### src/rtl/uart_rx_if.sv
// Receiver-side bundle: serial line and oversampling tick in, byte and status strobes out.
// The master modport is the receiver itself; the slave modport is the line driver/consumer.
interface uart_rx_if;
  logic       s_tick;
  logic       rx;
  logic [7:0] data_out;
  logic       rx_done_tick;
  logic       frame_err;
  logic       busy;

  modport master (
    input  s_tick,
    input  rx,
    output data_out,
    output rx_done_tick,
    output frame_err,
    output busy
  );

  modport slave (
    output s_tick,
    output rx,
    input  data_out,
    input  rx_done_tick,
    input  frame_err,
    input  busy
  );
endinterface

### src/rtl/uart_rx.sv
// Oversampling UART receiver (start, DBIT data bits LSB first, stop) with
// false-start rejection and framing-error detection.
module uart_rx #(
  parameter int DBIT          = 8,
  parameter int S_TICK_LIM    = 16,
  parameter int STOP_BITS_LIM = 16
) (
  input  logic      clk,
  input  logic      reset,
  uart_rx_if.master bus
);

  localparam logic [4:0] MID_TICK  = 5'(S_TICK_LIM / 2 - 1);
  localparam logic [4:0] BIT_TICK  = 5'(S_TICK_LIM - 1);
  localparam logic [4:0] STOP_TICK = 5'(STOP_BITS_LIM - 1);
  localparam logic [2:0] LAST_BIT  = 3'(DBIT - 1);

  typedef enum logic [1:0] {
    IDLE  = 2'd0,
    START = 2'd1,
    DATA  = 2'd2,
    STOP  = 2'd3
  } state_t;

  state_t     state_reg, state_next;
  logic [4:0] tick_reg, tick_next;
  logic [2:0] bit_reg, bit_next;
  logic [7:0] shift_reg, shift_next;
  logic [7:0] data_reg, data_next;
  logic       done_reg, done_next;
  logic       ferr_reg, ferr_next;
  logic       armed_reg, armed_next;
  logic       sync_reg;
  logic       rx_s_reg;

  always_ff @(posedge clk) begin
    if (reset) begin
      state_reg <= IDLE;
      tick_reg  <= '0;
      bit_reg   <= '0;
      shift_reg <= '0;
      data_reg  <= '0;
      done_reg  <= 1'b0;
      ferr_reg  <= 1'b0;
      armed_reg <= 1'b1;
      sync_reg  <= 1'b1;
      rx_s_reg  <= 1'b1;
    end else begin
      state_reg <= state_next;
      tick_reg  <= tick_next;
      bit_reg   <= bit_next;
      shift_reg <= shift_next;
      data_reg  <= data_next;
      done_reg  <= done_next;
      ferr_reg  <= ferr_next;
      armed_reg <= armed_next;
      sync_reg  <= bus.rx;
      rx_s_reg  <= sync_reg;
    end
  end

  always_comb begin
    state_next = state_reg;
    tick_next  = tick_reg;
    bit_next   = bit_reg;
    shift_next = shift_reg;
    data_next  = data_reg;
    done_next  = 1'b0;
    ferr_next  = 1'b0;
    // A held-low line must go high once after a framing error before a new start is accepted.
    armed_next = armed_reg | rx_s_reg;
    case (state_reg)
      IDLE: begin
        if (!rx_s_reg && armed_reg) begin
          tick_next  = '0;
          state_next = START;
        end
      end
      START: begin
        if (bus.s_tick) begin
          if (tick_reg == MID_TICK) begin
            if (rx_s_reg) begin
              state_next = IDLE;
            end else begin
              tick_next  = '0;
              bit_next   = '0;
              state_next = DATA;
            end
          end else begin
            tick_next = tick_reg + 5'd1;
          end
        end
      end
      DATA: begin
        if (bus.s_tick) begin
          if (tick_reg == BIT_TICK) begin
            tick_next  = '0;
            shift_next = {rx_s_reg, shift_reg[7:1]};
            if (bit_reg == LAST_BIT) begin
              state_next = STOP;
            end else begin
              bit_next = bit_reg + 3'd1;
            end
          end else begin
            tick_next = tick_reg + 5'd1;
          end
        end
      end
      STOP: begin
        if (bus.s_tick) begin
          if (tick_reg == STOP_TICK) begin
            state_next = IDLE;
            if (rx_s_reg) begin
              // Short frames land in the upper bits of the shifter; right-align them.
              data_next = shift_reg >> (8 - DBIT);
              done_next = 1'b1;
            end else begin
              ferr_next  = 1'b1;
              armed_next = 1'b0;
            end
          end else begin
            tick_next = tick_reg + 5'd1;
          end
        end
      end
      default: state_next = IDLE;
    endcase
  end

  assign bus.data_out     = data_reg;
  assign bus.rx_done_tick = done_reg;
  assign bus.frame_err    = ferr_reg;
  assign bus.busy         = (state_reg != IDLE);

endmodule

### src/flat_wrapper.sv
// flat-port wrapper written by rule: the top's interface ports become plain ports
module uart_rx_flat 
#(
  parameter int DBIT          = 8,
  parameter int S_TICK_LIM    = 16,
  parameter int STOP_BITS_LIM = 16
)
  (clk, reset, bus_s_tick, bus_rx, bus_data_out, bus_rx_done_tick, bus_frame_err, bus_busy);
  uart_rx_if bus_i ();
  input  logic clk;
  input  logic reset;
  input wire logic [$bits(bus_i.s_tick)-1:0] bus_s_tick;
  input wire logic [$bits(bus_i.rx)-1:0] bus_rx;
  output wire logic [$bits(bus_i.data_out)-1:0] bus_data_out;
  output wire logic [$bits(bus_i.rx_done_tick)-1:0] bus_rx_done_tick;
  output wire logic [$bits(bus_i.frame_err)-1:0] bus_frame_err;
  output wire logic [$bits(bus_i.busy)-1:0] bus_busy;
  assign bus_i.s_tick = bus_s_tick;
  assign bus_i.rx = bus_rx;
  assign bus_data_out = bus_i.data_out;
  assign bus_rx_done_tick = bus_i.rx_done_tick;
  assign bus_frame_err = bus_i.frame_err;
  assign bus_busy = bus_i.busy;
  uart_rx #(.DBIT(DBIT), .S_TICK_LIM(S_TICK_LIM), .STOP_BITS_LIM(STOP_BITS_LIM)) u_core (.clk(clk), .reset(reset), .bus(bus_i));
endmodule
### config.mk
export PLATFORM = sky130hd
export DESIGN_NAME = uart_rx_flat
export DESIGN_NICKNAME = d
export VERILOG_FILES = /design/src/rtl/uart_rx_if.sv /design/src/rtl/uart_rx.sv /design/src/flat_wrapper.sv
export SDC_FILE = /design/constraint.sdc
export NUM_CORES = 1
export LEC_CHECK = 0
export ABC_AREA = 1
export CORE_UTILIZATION = 40
export CTS_CLUSTER_DIAMETER = 120
export CTS_CLUSTER_SIZE = 12
export DETAILED_ROUTE_END_ITERATION = 7
export GPL_TIMING_DRIVEN = 0
export MAX_ROUTING_LAYER = met4
export PLACE_DENSITY = 0.71
export SLEW_MARGIN = 25
export SYNTH_ARGS = -nofsm -noshare
export SYNTH_HDL_FRONTEND = slang
export SYNTH_SLANG_ARGS = --single-unit
### constraint.sdc
create_clock -name clk -period 4.3 [get_ports clk]
set_input_delay 0.86 -clock clk [delete_from_list [all_inputs] [get_ports clk]]
set_output_delay 0.86 -clock clk [all_outputs]
set_load 0.01 [all_outputs]
==> results.yml <==
status:
  outcome: "complete, no violations"
logic_synthesis:
  synth_cells: 214
  syn-cell-area_mm2: 0.00156
  syn_avg_cell_area_um2: 7.27
  synthXorXnorAreaFrac_pct: 0
  synth_compound_area_share_pct: 9.89
  synth_fp_nets: 224
  ys_warn_count: 0
  synth_top_family_by_area: "simple AND/OR/NAND/NOR gates"
  ys_types: 25
  synth_mux_area_share_pct: 0
  synth_top_area_cell: "dfxtp_1"
  yosysSeqAreaShare_pct: 39.9
  post-synth-top-area-fraction_pct: 39.9
  synth_fa_ha_area_share_pct: 4.82
  synthSimpleGateAreaFrac_pct: 37.0
  ys_ff_latch: 31
  synth_area_leaders: "dfxtp_1 (40%), nor2_1 (11%), nand2_1 (8.4%)"
finish:
  post-route-util_pct: 50.8
  n_antenna_cell: 0
  final_cell_mix: "nor2_1 (46), nand2_1 (35), dfxtp_1 (31)"
  layout-drive-gt1-share_pct: 16.5
  nNetsFinal: 245
  fillers: 380
  area_delta_synth_final_pct: 20.4
  final_common_cell: "nor2_1"
  instances_no_fill: 284
route:
  wl_per_cell_um: 10.8
  first_pass_iters: 4
  drc_errors: 0
  ant_nets: 0
  drt-initial-drc-count: 42
  wl_mm: 3.07
  viasPerCell: 4.77
  vias: 1354
cts:
  insertion_delay_ns: 0.29
  cts_buffer_depth: 2
  cts-root-buf: "clkbuf_8"
  cts_setup_buffers: 0
  h-tree-depth: 2
  numCtsBuffers: 5
  cts_tree: "built"
  hold_buffers: 0
  cts.sinks: 31
  clk_pin_slew_ns: 0.06
  cts_resized: 0
power:
  p_per_area_mw_per_mm2: 374
  power_uw: 700
  comb_power_share_pct: 14.8
  intPower_uw: 517
  sw_frac_of_total_pct: 26.1
  p_clk_share_pct: 42.7
  p_leak_uw: 0.000824
  switchingPower_uw: 183
  pwr-share-seq_pct: 42.5
  vdd_ir_drop_max_mv: 0.240
global_routing:
  grt_pass1_vias: 1189
  antenna_found_initial: 0
  grt_overflow_total: 0
  grt_max_degree: 11
  grt_pass1_wl_mm: 5.37
  grt.total_usage_pct: 17.4
worst_setup_path:
  cp_cell_sequence: "buf_6 -> nor2_2 -> inv_1 -> clkdlybuf4s50_1"
  worst_path_largest_cell_delay_ns: 0.53
  required_ns: 3.44
  start_kind: "register"
  criticalPathCategory: "reg2out"
  worstPathMaxFanout: 10
  end_kind: "output port"
  cp.arrival_ns: 1.47
  cpMaxStageDelayCell: "clkdlybuf4s50_1"
timing:
  fmax_mhz: 429
  maxSlewHeadroom_pct: 68.3
  maxSlewViolCount: 0
  finClkSkew_ns: 0.00582
  finalSetupViolCount: 0
  timing.final.crit_share_pct: 54.2
  grt_setup_unrepaired: "no"
  finalWorstSetupSlack_ns: 1.97
  fin_setup_tns_ns: 0
  worstMarginPinSlew_ns: 0.476
  hold_viol: 0
  period_minus_slack_ns: 2.33
floorplan:
  die_h_um: 64.4
  die_x_um: 64.4
  start_util_pct: 42.2
  core.rowCount: 22
  die-area_mm2: 0.00414
  ioPinCount: 15
  core_mm2: 0.00369
placement:
  portBuffers: 14
  hpwl_mm: 2.24
  pre_cts_ws_ns: 2.08
  gp_congestion: 0.884
  placed_cells: 276
job:
  cap_violations: 0
hold_path:
  hp-class: "reg2reg"
==> final timing paths <==
path	cells past startpoint	from	to	slack [ns]
setup / recovery	4	u_core.state_reg[0]	bus_busy	1.97
setup reg to reg	9	u_core.tick_reg[0]	u_core.bus.data_out[5]	2.41
hold / removal	1	u_core.sync_reg	u_core.rx_s_reg	0.41
hold reg to reg	1	u_core.sync_reg	u_core.rx_s_reg	0.41
==> cell families (layout without fill, tap and decap cells) <==
family,count (synthesis),after routing
AO/OA/AOI/OAI,29,29
flip-flops,31,31
buffers and inverters,30,52
adder cells (fa/ha/maj),6,6
AND/OR/NAND/NOR,118,118
==> layout make-up <==
class | instances | area, µm² | share of cell area, %
repair buffers | 14 | 140 | 7.48
plain buffers | 5 | 33.8 | 1.80
well taps | 48 | 60.1 | 3.20
clock inverters | 2 | 35.0 | 1.87
multi-input cells | 153 | 805 | 42.9
clock buffers | 6 | 82.6 | 4.41
flip-flops and latches | 31 | 621 | 33.1
inverters | 25 | 97.6 | 5.21
==> stage by stage <==
stage	cell area [µm²]	hold WS [ns]
after detailed placement	1760	0.393
after global placement	1760	0.392
after global routing	1870	0.423
after CTS	1870	0.409
after floorplan	1560	0.389
final	1870	0.409
==> layer usage <==
layer	global-route usage, %	vias up	routed length (µm)
li1	-	719	-
met3	3.93	9	146
met4	7.50	0	57
met1	22.1	596	1460
met5	-	-	0
met2	26.3	30	1410
==> cell usage after synthesis <==
| cell type | instances |
|---|---|
| nand2_1 | 35 |
| o211ai_1 | 2 |
| nand2_2 | 6 |
| clkinv_2 | 1 |
| ha_1 | 6 |
| a21oi_1 | 6 |
| nand3_1 | 14 |
| o21ai_0 | 18 |
| nand2_4 | 3 |
| nor2_2 | 2 |
| nand3_2 | 3 |
| inv_4 | 1 |
| nor3_1 | 1 |
| nor2_8 | 2 |
| nor2_4 | 1 |
| dfxtp_1 | 31 |
| a21oi_2 | 1 |
| buf_6 | 2 |
| clkbuf_1 | 3 |
| o21ai_1 | 2 |
| or2_2 | 2 |
| inv_1 | 16 |
| nand4_1 | 3 |
| inv_2 | 7 |
| nor2_1 | 46 |
==> power groups by stage <==
stage	combinational [µW]	clock, µW	sequential [µW]
after detailed placement	103	0	305
after floorplan	80.2	0	303
after CTS	104	307	298
after global routing	113	320	299
final	104	299	298
after global placement	102	0	304
==> worst max-delay path: cells and delay by family (launching register included) <==
kind	cells	cell delay [ns]
flip-flops	1	0.34
AND/OR/NAND/NOR	1	0.06
buffers and inverters	3	0.78
Note: power is estimated with default switching activity, not from simulation.
